`config.mk`:
```
export PLATFORM = sky130hd
export DESIGN_NAME = uart_tx_arbiter
export DESIGN_NICKNAME = d
export VERILOG_FILES = /design/src/rtl/uart_tx_arbiter.sv
export SDC_FILE = /design/constraint.sdc
export NUM_CORES = 1
export LEC_CHECK = 0
export ABC_AREA = 1
export CAP_MARGIN = 20
export CORE_ASPECT_RATIO = 2
export CORE_MARGIN = 1
export CORE_UTILIZATION = 50
export CTS_CLUSTER_DIAMETER = 100
export DETAILED_ROUTE_END_ITERATION = 12
export GPL_TIMING_DRIVEN = 1
export HOLD_SLACK_MARGIN = 0.12
export PLACE_DENSITY = 0.88
export REMOVE_ABC_BUFFERS = 1
export SETUP_SLACK_MARGIN = 0.1
export SLEW_MARGIN = 20
export SYNTH_ARGS = -nofsm -noshare
export SYNTH_HDL_FRONTEND = slang
export SYNTH_SLANG_ARGS = --single-unit
```
`constraint.sdc`:
```
create_clock -name clk -period 2.3 [get_ports clk]
set_clock_uncertainty 0.1 [all_clocks]
set_input_delay 0.575 -clock clk [delete_from_list [all_inputs] [get_ports clk]]
set_output_delay 0.575 -clock clk [all_outputs]
set_load 0.02 [all_outputs]
```
`src/rtl/uart_tx_arbiter.sv`:
```
// rtl/uart_tx_arbiter.sv - packet-granular round-robin arbiter feeding one UART TX byte port
module uart_tx_arbiter #(
  parameter int NUM_REQ     = 4,
  parameter int DATA_BITS   = 8,
  parameter int GAP_CYCLES  = 16,
  parameter int TIMEOUT_CYC = 4096,
  parameter int MAX_BYTES   = 256,
  localparam int ID_W       = $clog2(NUM_REQ)
) (
  input  logic                           clk,
  input  logic                           rst_n,
  input  logic [NUM_REQ-1:0]             req_valid,
  input  logic [NUM_REQ*DATA_BITS-1:0]   req_data,
  input  logic [NUM_REQ-1:0]             req_last,
  output logic [NUM_REQ-1:0]             req_ready,
  output logic                           tx_valid,
  output logic [DATA_BITS-1:0]           tx_data,
  input  logic                           tx_ready,
  output logic                           grant_valid,
  output logic [ID_W-1:0]                grant_id,
  output logic                           abort,
  output logic [ID_W-1:0]                abort_id
);

  localparam int BW = (MAX_BYTES > 0)   ? $clog2(MAX_BYTES + 1)   : 1;
  localparam int SW = (TIMEOUT_CYC > 0) ? $clog2(TIMEOUT_CYC + 1) : 1;
  localparam int GW = (GAP_CYCLES > 0)  ? $clog2(GAP_CYCLES + 1)  : 1;
  localparam logic [BW-1:0]   BYTE_CAP  = BW'(MAX_BYTES);
  localparam logic [SW-1:0]   STALL_CAP = SW'(TIMEOUT_CYC);
  localparam logic [GW-1:0]   GAP_LAST  = GW'((GAP_CYCLES > 0) ? GAP_CYCLES - 1 : 0);
  localparam logic [ID_W-1:0] LAST_ID   = ID_W'(NUM_REQ - 1);

  typedef enum logic [1:0] {S_IDLE, S_XFER, S_GAP} state_t;

  state_t              state, state_nxt;
  logic [ID_W-1:0]     grant_id_q, rr_ptr, abort_id_q, pick_id;
  logic                grant_valid_q, abort_q, pick_found;
  logic [BW-1:0]       byte_cnt;
  logic [SW-1:0]       stall_cnt;
  logic [GW-1:0]       gap_cnt;
  logic                g_valid, g_last, xfer, end_pkt, do_abort;
  logic [DATA_BITS-1:0] g_data;

  // First requesting index at or after rr_ptr, wrapping; lowest offset wins.
  function automatic logic [ID_W:0] rr_pick(input logic [NUM_REQ-1:0] v,
                                             input logic [ID_W-1:0] ptr);
    logic [ID_W-1:0] idx;
    rr_pick = '0;
    for (int k = NUM_REQ - 1; k >= 0; k--) begin
      idx = ID_W'((int'(ptr) + k) % NUM_REQ);
      if (v[idx]) rr_pick = {1'b1, idx};
    end
  endfunction

  always_comb begin
    {pick_found, pick_id} = rr_pick(req_valid, rr_ptr);
  end

  always_comb begin
    g_valid = req_valid[grant_id_q];
    g_last  = req_last[grant_id_q];
    g_data  = '0;
    for (int i = 0; i < NUM_REQ; i++) begin
      if (ID_W'(i) == grant_id_q) g_data = req_data[i*DATA_BITS +: DATA_BITS];
    end
  end

  always_comb begin
    state_nxt = state;
    tx_valid  = 1'b0;
    tx_data   = '0;
    req_ready = '0;
    xfer      = 1'b0;
    end_pkt   = 1'b0;
    do_abort  = 1'b0;
    case (state)
      S_IDLE: begin
        if (pick_found) state_nxt = S_XFER;
      end
      S_XFER: begin
        tx_valid              = g_valid;
        tx_data               = g_data;
        req_ready[grant_id_q] = tx_ready;
        xfer                  = g_valid & tx_ready;
        // last takes priority over the length cap on the same byte
        if (xfer && g_last) begin
          end_pkt = 1'b1;
        end else if (xfer && (MAX_BYTES != 0) && (byte_cnt + 1'b1 == BYTE_CAP)) begin
          end_pkt  = 1'b1;
          do_abort = 1'b1;
        end else if (!g_valid && (TIMEOUT_CYC != 0) && (stall_cnt + 1'b1 == STALL_CAP)) begin
          end_pkt  = 1'b1;
          do_abort = 1'b1;
        end
        if (end_pkt) state_nxt = (GAP_CYCLES > 0) ? S_GAP : S_IDLE;
      end
      S_GAP: begin
        if (gap_cnt == GAP_LAST) state_nxt = S_IDLE;
      end
      default: state_nxt = S_IDLE;
    endcase
  end

  always_ff @(posedge clk) begin
    if (!rst_n) begin
      state         <= S_IDLE;
      grant_id_q    <= '0;
      grant_valid_q <= 1'b0;
      rr_ptr        <= '0;
      byte_cnt      <= '0;
      stall_cnt     <= '0;
      gap_cnt       <= '0;
      abort_q       <= 1'b0;
      abort_id_q    <= '0;
    end else begin
      state   <= state_nxt;
      abort_q <= do_abort;
      if (do_abort) abort_id_q <= grant_id_q;
      case (state)
        S_IDLE: begin
          if (pick_found) begin
            grant_id_q    <= pick_id;
            grant_valid_q <= 1'b1;
          end
        end
        S_XFER: begin
          if (end_pkt) begin
            rr_ptr        <= (grant_id_q == LAST_ID) ? '0 : grant_id_q + 1'b1;
            grant_valid_q <= 1'b0;
            byte_cnt      <= '0;
            stall_cnt     <= '0;
            gap_cnt       <= '0;
          end else begin
            if (xfer && (MAX_BYTES != 0)) byte_cnt <= byte_cnt + 1'b1;
            if (g_valid) stall_cnt <= '0;
            else if (TIMEOUT_CYC != 0) stall_cnt <= stall_cnt + 1'b1;
          end
        end
        S_GAP: begin
          gap_cnt <= (gap_cnt == GAP_LAST) ? '0 : gap_cnt + 1'b1;
        end
        default: ;
      endcase
    end
  end

  assign grant_valid = grant_valid_q;
  assign grant_id    = grant_id_q;
  assign abort       = abort_q;
  assign abort_id    = abort_id_q;

endmodule

```
# Word level (Yosys, flattened, before mapping)

Index checks and enable logic that the tools add are counted.

Add/subtract/negate cells: 7
Magnitude comparators: 6
Eq/ne operators: 13
Mux-type cells: 48
Bitwise operators: 2
Reductions and logical operators: 16

Operator list:

| operator                                                                     | count |
|---|---|
| 8-bit 2-to-1 mux                                                             | 5 |
| 13-bit 2-to-1 mux                                                            | 2 |
| 1-bit 2-to-1 mux                                                             | 18 |
| 9-bit 2-to-1 mux                                                             | 2 |
| 2-bit by 3-bit less-than comparator with 1-bit output, second input constant | 5 |
| 13-bit by 1-bit adder with 13-bit output, second input constant              | 1 |
| 13-bit == test, second input constant                                        | 1 |
| 1-bit binary-select mux with 2-bit select                                    | 6 |
| 3-bit 2-to-1 mux                                                             | 4 |
| 5-bit 2-to-1 mux                                                             | 2 |
| 5-bit case mux with 2 select lines                                           | 1 |
| 9-bit by 1-bit adder with 9-bit output, second input constant                | 1 |
| 9-bit == test, second input constant                                         | 1 |
| 2-bit 2-to-1 mux                                                             | 4 |
| 2-bit inequality test, second input constant                                 | 4 |
| 2-bit AND reduction                                                          | 4 |
| 2-bit case mux with 3 select lines                                           | 1 |
| 3-bit AND reduction                                                          | 2 |
| 2-bit nonzero test                                                           | 3 |
| 5-bit by 1-bit adder with 5-bit output, second input constant                | 1 |
| 5-bit by 4-bit == test with 1-bit output, second input constant              | 1 |
| 2-bit by 1-bit adder with 2-bit output, second input constant                | 2 |
| 2-bit adder, second input constant                                           | 2 |
| 4-bit bitwise AND                                                            | 1 |
| other kinds (12)                                                             | 18 |

Bits in registers: 37
Input bits: 43
Output and inout port bits: 19
Word-level logic and storage cells: 101

# Logic depth before layout (Yosys ltp)

Word-level depth: 11
Depth in mapped cells: 16
Depth with buffers taken out: 16

# Worst setup path before layout

Ideal clock, no wire load.

Path type: flip-flop to output port
From: register grant_id_q[0], in the netlist grant_id[0]
To: output tx_data[0]
Arrival: 1871 ps
Data required time: 1625 ps
Slack: -246 ps
Cell stages (with the launch flop): 8
Path buffers: 2
Cell sequence: dfxtp_1 > inv_2 > ha_1 > clkbuf_1 > clkbuf_1 > o31ai_1 > o21ai_0 > nor2_1

Longest elaborated chain between the ends: 6
Elaborated cells between the ends (all ways): 9
Classes of those cells: eq/ne (3); mux (5); reduce/logical (1)

RTL lines:

| what                          | RTL line | source |
|---|---|---|
| from (decl)                   | 36       | `logic [ID_W-1:0] grant_id_q, rr_ptr, abort_id_q, pick_id;` |
| from (signal assigned)        | 122      | `grant_id_q <= pick_id;` |
| 2-bit zero test               | 64       | `if (ID_W'(i) == grant_id_q) g_data = req_data[i*DATA_BITS +: DATA_BITS];` |
| 8-bit 2-to-1 mux (3 in a row) | 64       |  |
| 8-bit 2-to-1 mux *            | 64       |  |
| 8-bit 2-to-1 mux *            | 76       | `case (state)` |
| to (decl)                     | 17       | `output logic [DATA_BITS-1:0] tx_data,` |

Every way passes the cells marked *; elsewhere a longest branch is shown, timed or not.

# Worst setup path in the final report

From: register grant_id_q[1], in the netlist grant_id[1]
To: output tx_data[3]

The elaborated chain is that of the path after synthesis.

==> impl_metrics.csv <==
group,metric,value,unit
worst_setup_path,r2r_slack,-230,ps
timing,final-setup-viol-count,34,
finish,final_cell_area,4300,sq um
worst_setup_path,crit_buf_inv,3,
clock_tree,cts-htree-levels,2,
drt,drt_iter0_markers,422,
power_and_ir_drop,leakage,1.67,nW
finish,finalNonFillerCells,581,
worst_setup_path,path_common_cell,"nor2_1",
finish,layout_common_cells,"nand2_1, nor2_1, buf_4, clkdlybuf4s50_1, inv_1",
yosys,synth_cell_type_count,35,
worst_setup_path,critPathTopFamily,"compound AO/OA/AOI/OAI gates",
power_and_ir_drop,p_int,0.00150,W
timing,max_freq,378,MHz
clock_tree,cts-root-buf,"clkbuf_8",
clock_tree,cts_made_buffers,5,
timing,finalCritPeriodShare,115,%
power_and_ir_drop,swShare,38.9,%
placed_design,post-place-cells,555,
worst_setup_path,rr_startpoint,"stall_cnt[8]",
run_status,outcome,"complete, but fails checks",
worst_setup_path,path_max_fanout,9,
finish,antenna_cells,0,
worst_setup_path,startpoint_type,"register",
job,cap_viol_max_count,0,
die,core,5090,sq um
clock_tree,ctsHoldBuffers,0,
min_path,hold_path_depth,2,
min_path,hold_path_end,"gap_cnt[4]",
clock_tree,clkTransAtPathRegs,90,ps
placed_design,place_area,3530,sq um
worst_setup_path,cp.required,1620,ps
timing,period_needed,2650,ps
finish,regArea,763,sq um
timing,setup_ws,-346,ps
grt,grt_overflow,0,
finish,final_util,84.4,%
grt,grt_pass1_wl,15300,um
yosys,synth.cell_area,2640,sq um
clock_tree,cts_tree,"yes",
finish,area_delta_synth_final,62.7,%
grt,antenna_found_initial,1,
finish,multi_input_area,2140,sq um
die,row_count,37,
placed_design,hpwl,5880,um
timing,grt_setup_unrepaired,"true",
yosys,ys_seq_elements,37,
drt,routedWlPerCell,23.2,um
power_and_ir_drop,p_clk_share,25.5,%
worst_setup_path,cp_slowest_cell,"dfxtp_4",
yosys,yosysSeqAreaShare,28.0,%
die,die_area,5600,sq um
clock_tree,cts_sinks,37,
worst_setup_path,cp_cell_sequence,"inv_6, ha_4, clkinv_4, nor2_1, o31ai_4, o21ai_1, nor2_1, buf_4",
placed_design,pre_cts_slack,-581,ps
clock_tree,clk_latency,310,ps
finish,layout-drive-gt1-share,34.6,%
power_and_ir_drop,worst_ir_drop_vdd,703,uV
grt,grt_max_degree,28,
worst_setup_path,critPathArrivalTime,1970,ps
finish,nets,574,
yosys,avgSynthCellArea,6.35,sq um
worst_setup_path,crit_cells,8,
worst_setup_path,cp-end-kind,"primary output",
die,dieWidth,53.4,um
timing,tightest_slew,715,ps
clock_tree,clk_path_buf_depth,2,
power_and_ir_drop,switchingPower,0.000953,W
power_and_ir_drop,comb_power_share,45.4,%
grt,grt_usage,36.0,%
timing,drv_slew,0,
drt,ant_nets,0,
drt,first_pass_iters,5,
yosys,ys_warn_count,0,
power_and_ir_drop,power_density,570,nW/um^2
placed_design,gp_congestion,0.931,
drt,vias,3830,
die,die_h,105,um
min_path,min-delay-path-class,"reg2reg",
drt,remaining_drc_errors,0,
worst_setup_path,path_class,"reg2out",
worst_setup_path,r2r_cells,11,
placed_design,numPortBuffers,61,
power_and_ir_drop,seqPwrFrac,29.1,%
timing,setup_tns,-3260,ps
die,num_io_pins,62,
worst_setup_path,critPathMaxStageDelay,410,ps
finish,final_common_cell,"nand2_1",
drt,wl,13500,um
drt,vias_per_cell,6.59,
timing,hold_violations,0,
timing,slew_headroom,52.0,%
worst_setup_path,rr_endpoint,"abort",
yosys,syn_inst,416,
grt,grt_pass1_vias,3319,
finish,fillCellCount,258,
run_status,violations,"setup timing",
min_path,min-delay-start,"gap_cnt[4]",
die,initial_utilization,51.9,%
synth_stat cells, drive strengths merged:
| master | instances | share of area [%] |
|---|---|---|
| xor2 | 3 | 0.99 |
| nand3b | 3 | 0.85 |
| nand2b | 1 | 0.24 |
| o21ai | 26 | 4.9 |
| or2 | 3 | 0.71 |
| a31oi | 2 | 0.47 |
| buf | 6 | 1.4 |
| inv | 41 | 5.8 |
| nor2 | 59 | 9.7 |
| clkinv | 2 | 0.28 |
| o211ai | 3 | 0.85 |
| a21oi | 46 | 9.0 |
| nand2 | 95 | 14 |
| or3b | 1 | 0.33 |
| nand3 | 43 | 9.8 |
| o22ai | 1 | 0.24 |
| dfxtp | 37 | 28 |
| xnor2 | 2 | 0.66 |
| clkbuf | 9 | 1.3 |
| o31ai | 9 | 2.6 |
| ha | 9 | 4.3 |
| o21bai | 2 | 0.57 |
| nand4 | 10 | 2.4 |
| nor3 | 3 | 0.57 |
sequential cells by signal (all words and copies together), names as in the netlist:
register / flops
abort: 1
abort_id: 2
byte_cnt: 9
gap_cnt: 5
grant_id: 2
grant_valid: 1
rr_ptr: 2
stall_cnt: 13
state: 2
logic make-up (layout without fill, tap and decap cells):
group | count (synthesis) | in the layout | share of synthesized area, %
compound gates | 89 | 89 | 18.6
buf+inv | 58 | 162 | 8.76
flops | 37 | 37 | 28.0
fa+ha+maj | 9 | 9 | 4.26
xor+xnor | 5 | 5 | 1.66
simple gates | 218 | 221 | 38.7
through the flow:
stage | total power, W | hold slack (ps)
CTS | 0.00216 | 345
floorplan | 0.00108 | 312
detailed placement | 0.00146 | 337
global route | 0.00251 | 371
global placement | 0.00145 | 322
finish | 0.00245 | 347
final cells by class:
type	instances	share of cell area [%]
multi-input cells	324	49.9
inverters	43	4.10
well taps	58	1.69
repair buffers	111	23.8
flip-flops and latches	37	17.8
clock buffers	6	1.92
clock inverters	2	0.873
worst max-delay path by stage:
| stage | endpoint | start | slack [ps] |
|---|---|---|---|
| after floorplan | tx_data[0] | state[0] | -480 |
| after global placement | tx_data[6] | req_data[6] | -510 |
| after detailed placement | tx_data[2] | req_data[10] | -580 |
| after CTS | tx_data[0] | grant_id[1] | -100 |
| after global routing | abort | stall_cnt[9] | -670 |
| final | tx_data[3] | grant_id[1] | -350 |
power by group through the flow:
stage | registers [W] | clock network (W) | logic, W
2_1_floorplan | 0.000716 | 0 | 0.000359
3_3_place_gp | 0.000705 | 0 | 0.000742
3_5_place_dp | 0.000707 | 0 | 0.000757
4_1_cts | 0.000702 | 0.000605 | 0.000851
5_1_grt | 0.000715 | 0.000634 | 0.00116
6_report | 0.000713 | 0.000626 | 0.00111
worst register-to-register path: cells and delay by family, from the launching register on:
kind	cells	cell delay [ps]
AND/OR/NAND/NOR	10	1680
buffers and inverters	1	170
flip-flops	1	470
repair_timing:
| item | 4_1_cts | 5_1_grt |
|---|---|---|
| endpoints found under the setup margin | 36 | 37 |
| pin swaps | 15 | 21 |
| cloned | 2 | 2 |
| gates resized for setup | 105 | 106 |
| setup buffers | 9 | 7 |
per-layer routing:
metal  part of all wire (%)  vias up  global-route usage, %
li1                       -     1603                      -
met1                     31     1698                   37.3
met2                     47      381                   61.0
met3                     12      148                   8.30
met4                     10        0                   22.7
met5                      0        -                      0
Power figures use the tool's default switching activity.
==> patch 1 (same settings) <==
Re-encode `state_t` (3 states) as one-hot, 3 bits wide.
--- a/src/rtl/uart_tx_arbiter.sv
+++ b/src/rtl/uart_tx_arbiter.sv
@@ -31,5 +31,5 @@
   localparam logic [ID_W-1:0] LAST_ID   = ID_W'(NUM_REQ - 1);
 
-  typedef enum logic [1:0] {S_IDLE, S_XFER, S_GAP} state_t;
+  typedef enum logic [2:0] {S_IDLE = 3'b001, S_XFER = 3'b010, S_GAP = 3'b100} state_t;
 
   state_t              state, state_nxt;
Formal check against the unedited RTL: same outputs for any inputs over 4 cycles, from zero or initial values and one cycle with rst_n low; so few cycles prove little.
==> patch 1 against the original RTL <==
  * The flow still finishes with violations (negative setup slack)
  * Total power decreased by 5.6%
  * Sequential cell count rose by 1
  * Sequential share of layout area up 0.82 points
  * Critical endpoint is now tx_data[2]
  * Design area down 2.7%
  * Routed wire length fell by 16%
  * Largest cell class unchanged
  * Worst setup slack better by 130 ps
  * Synthesized area up 2.6%
==> patch 1: results (changes against the original RTL) <==
Status
  – Run status: complete, but fails checks
  – Failing checks: negative setup slack

Timing
  – Final setup vio count: 10 (-71%)
  – Final worst setup slack: -216.5 ps (+130.0 ps)
  – Final setup TNS: -1126 ps (+2136 ps)

Global route
  – Vias in the first global route: 3442 (+3.7%)
  – Met3 Track Usage GR: 5.722% (-2.6 points)
  – Initial antenna violation count: 0 (-1)
  – GR Util met1: 32.41% (-4.9 points)
  – Met2 Usage GRT: 61.46% (+0.48 points)

Place
  – DP Cell Count: 586 (+5.6%)
  – Gpl congestion: 0.8915 (-4.3%)
  – DP Area: 0.003666 mm2 (+3.8%)

Drt
  – Via count: 3742 (-2.3%)
  – Initial detailed-routing violation count: 251 (-41%)
  – Wirelength per Cell: 18.75 um (-19%)
  – Vias/cell: 6.185 (-6.2%)

Yosys
  – Area contributors post-synth: dfxtp_1, nand2_1, a21oi_1, nor2_1, nand3_1
  – Commonest cells post-synth: nand2_1, nor2_1, a21oi_1
  – Post-Synthesis Cells: 438 (+5.3%)

Cells and area
  – Layout Nets: 600 (+4.5%)
  – Layout cells sized above 1: 30.16% (-4.4 points)

Power
  – Max VDD drop: 605.5 uV (-14%)
  – P_leak: 0.001762 uW (+5.8%)

Worst setup path
  – CP max stage cell: dfxtp_2
[patch 1: final timing paths]
| kind | from | end | slack [ps] | depth (start not counted) |
|---|---|---|---|---|
| hold reg to reg | gap_cnt[4] | gap_cnt[4] | 340 | 2 |
| hold / removal | gap_cnt[4] | gap_cnt[4] | 340 | 2 |
| setup / recovery | grant_id[1] | tx_data[2] | -220 | 7 |
| setup reg to reg | stall_cnt[0] | byte_cnt[5] | -90 | 15 |
[patch 1: logic make-up after synthesis]
family,after synthesis,synth area share [%]
compound gates,80,15.97
mux,2,0.7387
simple gates,243,40.30
buf+inv,60,8.818
xor+xnor,6,1.939
flops,38,28.07
fa+ha+maj,9,4.155
[patch 1: final cells by class]
class	count	area, um2
multi-input combinational	343	2067
timing repair buffer	114	1002
fill	300	1001
sequential	38	777.0
inverter	45	175.2
clock buffer	6	82.58
tap	58	72.57
timing repair inverter	1	7.507
[patch 1: power breakdown]
group	switching (uW)	leakage (uW)	total [uW]	internal, uW
Clock	260	0.0000431	492	232
Sequential	35.5	0.000312	724	688
Combinational	606	0.00141	1100	492
Total	901	0.00176	2310	1410
[patch 1: metal layers]
layer / wire length (um) / up-vias
met4: 772 / 0
met3: 711 / 94
li1: - / 1658
met5: 0 / -
met1: 3795 / 1743
met2: 6062 / 247
[patch 1: repair_timing]
item	4_1_cts	5_1_grt
pin swaps	11	36
setup buffers	2	7
setup endpoints to repair	39	39
gates cloned	0	4
gates resized for setup	108	68
[patch 1: worst reg2reg max path, stage by stage (launching register included)]
cell and delay (ps):
dfxtp_4 380, ha_4 160, buf_4 120, inv_1 30, nand2_1 40, nand2_1 60, nor2_1 110, nand2_1 110
nor2_2 120, nand2_1 70, nor2_2 170, nand3_4 140, nand3b_4 220, nand2_4 120, nor2_1 200, nor2_1 90
[patch 1: per-stage QoR]
step                setup slack, ps  util [%]
finish                       -216.5     80.70
global route                 -235.3     80.70
CTS                          -90.52     74.16
floorplan                    -198.5         -
detailed placement           -605.4     70.70
global placement             -620.2     70.70
==> patch 2 (same settings) <==
Without the edit above. Set the parameter `TIMEOUT_CYC` to 16384 (it was 4096).
--- a/src/rtl/uart_tx_arbiter.sv
+++ b/src/rtl/uart_tx_arbiter.sv
@@ -4,5 +4,5 @@
   parameter int DATA_BITS   = 8,
   parameter int GAP_CYCLES  = 16,
-  parameter int TIMEOUT_CYC = 4096,
+  parameter int TIMEOUT_CYC = 16384,
   parameter int MAX_BYTES   = 256,
   localparam int ID_W       = $clog2(NUM_REQ)
Formal check against the unedited RTL: same outputs for any inputs over 4 cycles, from zero or initial values and one cycle with rst_n low; that may be too few to reach the edited logic, so the function may still have changed.
==> patch 2 against the original RTL <==
  * The flow still finishes with violations (negative setup slack)
  * Design area is 1.9% higher
  * Routed wire length down 17%
  * Sequential cell count rose by 2
  * Synthesized area is 9.5% higher
  * Worst setup slack better by 140 ps
  * Die area is 9.2% higher
  * Fmax rose by 5.4%
  * First-iteration DRC count is 28% lower
  * Sequential share of layout area up 0.46 points
  * Total power is essentially flat
  * Count of clock-buffer cells in the layout unchanged
  * Synthesized cell count up 13%
  * Largest cell class unchanged
==> patch 2: results (changes against the original RTL) <==
Place
  – HPWL Detailed: 6.524 mm (+11%)
  – Gpl congestion: 0.9147 (-1.8%)
  – DP Cell Count: 608 (+9.5%)
  – Dpl ws: -525.5 ps (+55.52 ps)
  – DP Area: 0.003810 mm2 (+7.9%)

Drt
  – Via count: 3848 (+0.47%)
  – Initial detailed-routing violation count: 304 (-28%)
  – Vias/cell: 6.041 (-8.4%)
  – Final wirelength: 11.23 mm (-17%)
  – Router iterations before antenna repair: 7 (+2)

Power
  – Max VDD drop: 531.5 uV (-24%)
  – P_leak: 0.001898 uW (+14%)

Yosys
  – Post-synthesis sequential area ratio: 26.98% (-1.1 points)
  – Synth warnings: 0 (unchanged)
  – Commonest cells post-synth: nand2_1, nor2_1, inv_1
  – Area contributors post-synth: dfxtp_1, nand2_1, nor2_1, a21oi_1, inv_1
  – Avg Synthesized Cell Area: 6.184 um2 (-2.7%)

Status
  – Failing checks: negative setup slack
  – Run status: complete, but fails checks

Global route
  – First-pass GRT wire length: 15.37 mm (+0.77%)
  – Vias in the first global route: 3581 (+7.9%)
  – Overall routing resource usage: 31.35% (-4.7 points)
  – Initial antenna violation count: 0 (-1)
  – Pin count of the biggest net entering global routing: 20 (-29%)

Worst setup path
  – Critical Path Fanout Max: 6 (-3)
  – Reg2Reg Depth: 13 (+2)
  – Critical Path AT: 1830 ps (-140 ps)
  – R2R Setup Slk: -10 ps (+220 ps)

CTS
  – Htree depth: 2 (unchanged)
  – Clock transition at path regs: 60 ps (-30 ps)

Timing
  – Final setup vio count: 9 (-74%)
  – Final worst setup slack: -209.8 ps (+136.6 ps)
  – Final setup TNS: -973.1 ps (+2289 ps)
  – Worst-margin pin slew: 371.3 ps (-343.5 ps)

Cells and area
  – Antenna cell count: 0 (unchanged)
  – Top Registers: stall_cnt: 15 flops, byte_cnt: 9 flops, gap_cnt: 5 flops
  – Layout Nets: 630 (+9.8%)
  – Layout cells sized above 1: 30.68% (-3.9 points)
==> patch 2: cell types whose count changed in the layout (fill, tap and decap cells not counted), moves of 8 or more <==
| cell | before | now |
|---|---|---|
| nand2_1 | 74 | 104 |
| buf_4 | 46 | 59 |
| inv_1 | 36 | 47 |
| nand3_2 | 14 | 5 |
| nand2_2 | 17 | 9 |
| nor2_1 | 46 | 54 |
==> patch 2: metrics by stage <==
step | hold WS (ps) | power, uW
after global placement | 317.1 | 1658
after CTS | 341.4 | 2241
after detailed placement | 332.1 | 1680
after floorplan | 308.8 | 1238
final | 340.6 | 2452
after global routing | 371.6 | 2545
==> patch 2: power breakdown <==
group / switching, uW / internal (uW)
clock: 231 / 202
combinational: 690 / 568
sequential: 44.2 / 717
total: 965 / 1490
==> patch 2: worst paths after layout <==
check,start,endpoint
worst min-delay path,gap_cnt[4],gap_cnt[4]
worst max-delay path,grant_id[0],tx_data[0]
worst min register to register,gap_cnt[4],gap_cnt[4]
worst max register to register,stall_cnt[1],abort
==> patch 2: cell families (layout without fill, tap and decap cells) <==
group                      after synthesis  after routing  synth area share (%)
DFF                                     39             39                 26.98
adders and majority gates                9              9                 3.891
xor gates and xnor gates                 9              9                 2.724
and+or+nand+nor                        250            253                 39.82
AOI/OAI and AO/OA                       89             89                 16.77
buffers and inverters                   72            178                 9.814
==> patch 2: what timing repair did <==
item	CTS	global route
gates cloned	3	1
setup buffers	10	11
resized for setup	117	65
pin swaps	17	30
endpoints found under the setup margin	37	40
==> patch 2: cell type report <==
cell class / instances / area [um2]
fill: 312 / 1132
clock buffer: 6 / 72.57
multi-input combinational: 360 / 2173
tap: 60 / 75.07
timing repair buffer: 116 / 1042
timing repair inverter: 1 / 7.507
sequential: 39 / 798.3
inverter: 55 / 214.0
==> patch 2: critical path: stages, from the launching register on <==
cell and delay (ps):
dfxtp_4 390, inv_4 50, buf_6 110, ha_4 150, buf_12 130, buf_6 130
a21oi_1 200, o31ai_2 80, o21ai_1 90, nor2_1 60, buf_4 150
==> patch 2: metal layers <==
| metal | global-route usage [%] | vias to the layer above | share of wire (%) |
|---|---|---|---|
| met5 | 0 | - | 0 |
| met4 | 20.18 | 0 | 6.7 |
| met3 | 4.353 | 78 | 7.0 |
| met2 | 60.33 | 254 | 52 |
| met1 | 30.66 | 1784 | 34 |
| li1 | - | 1732 | - |
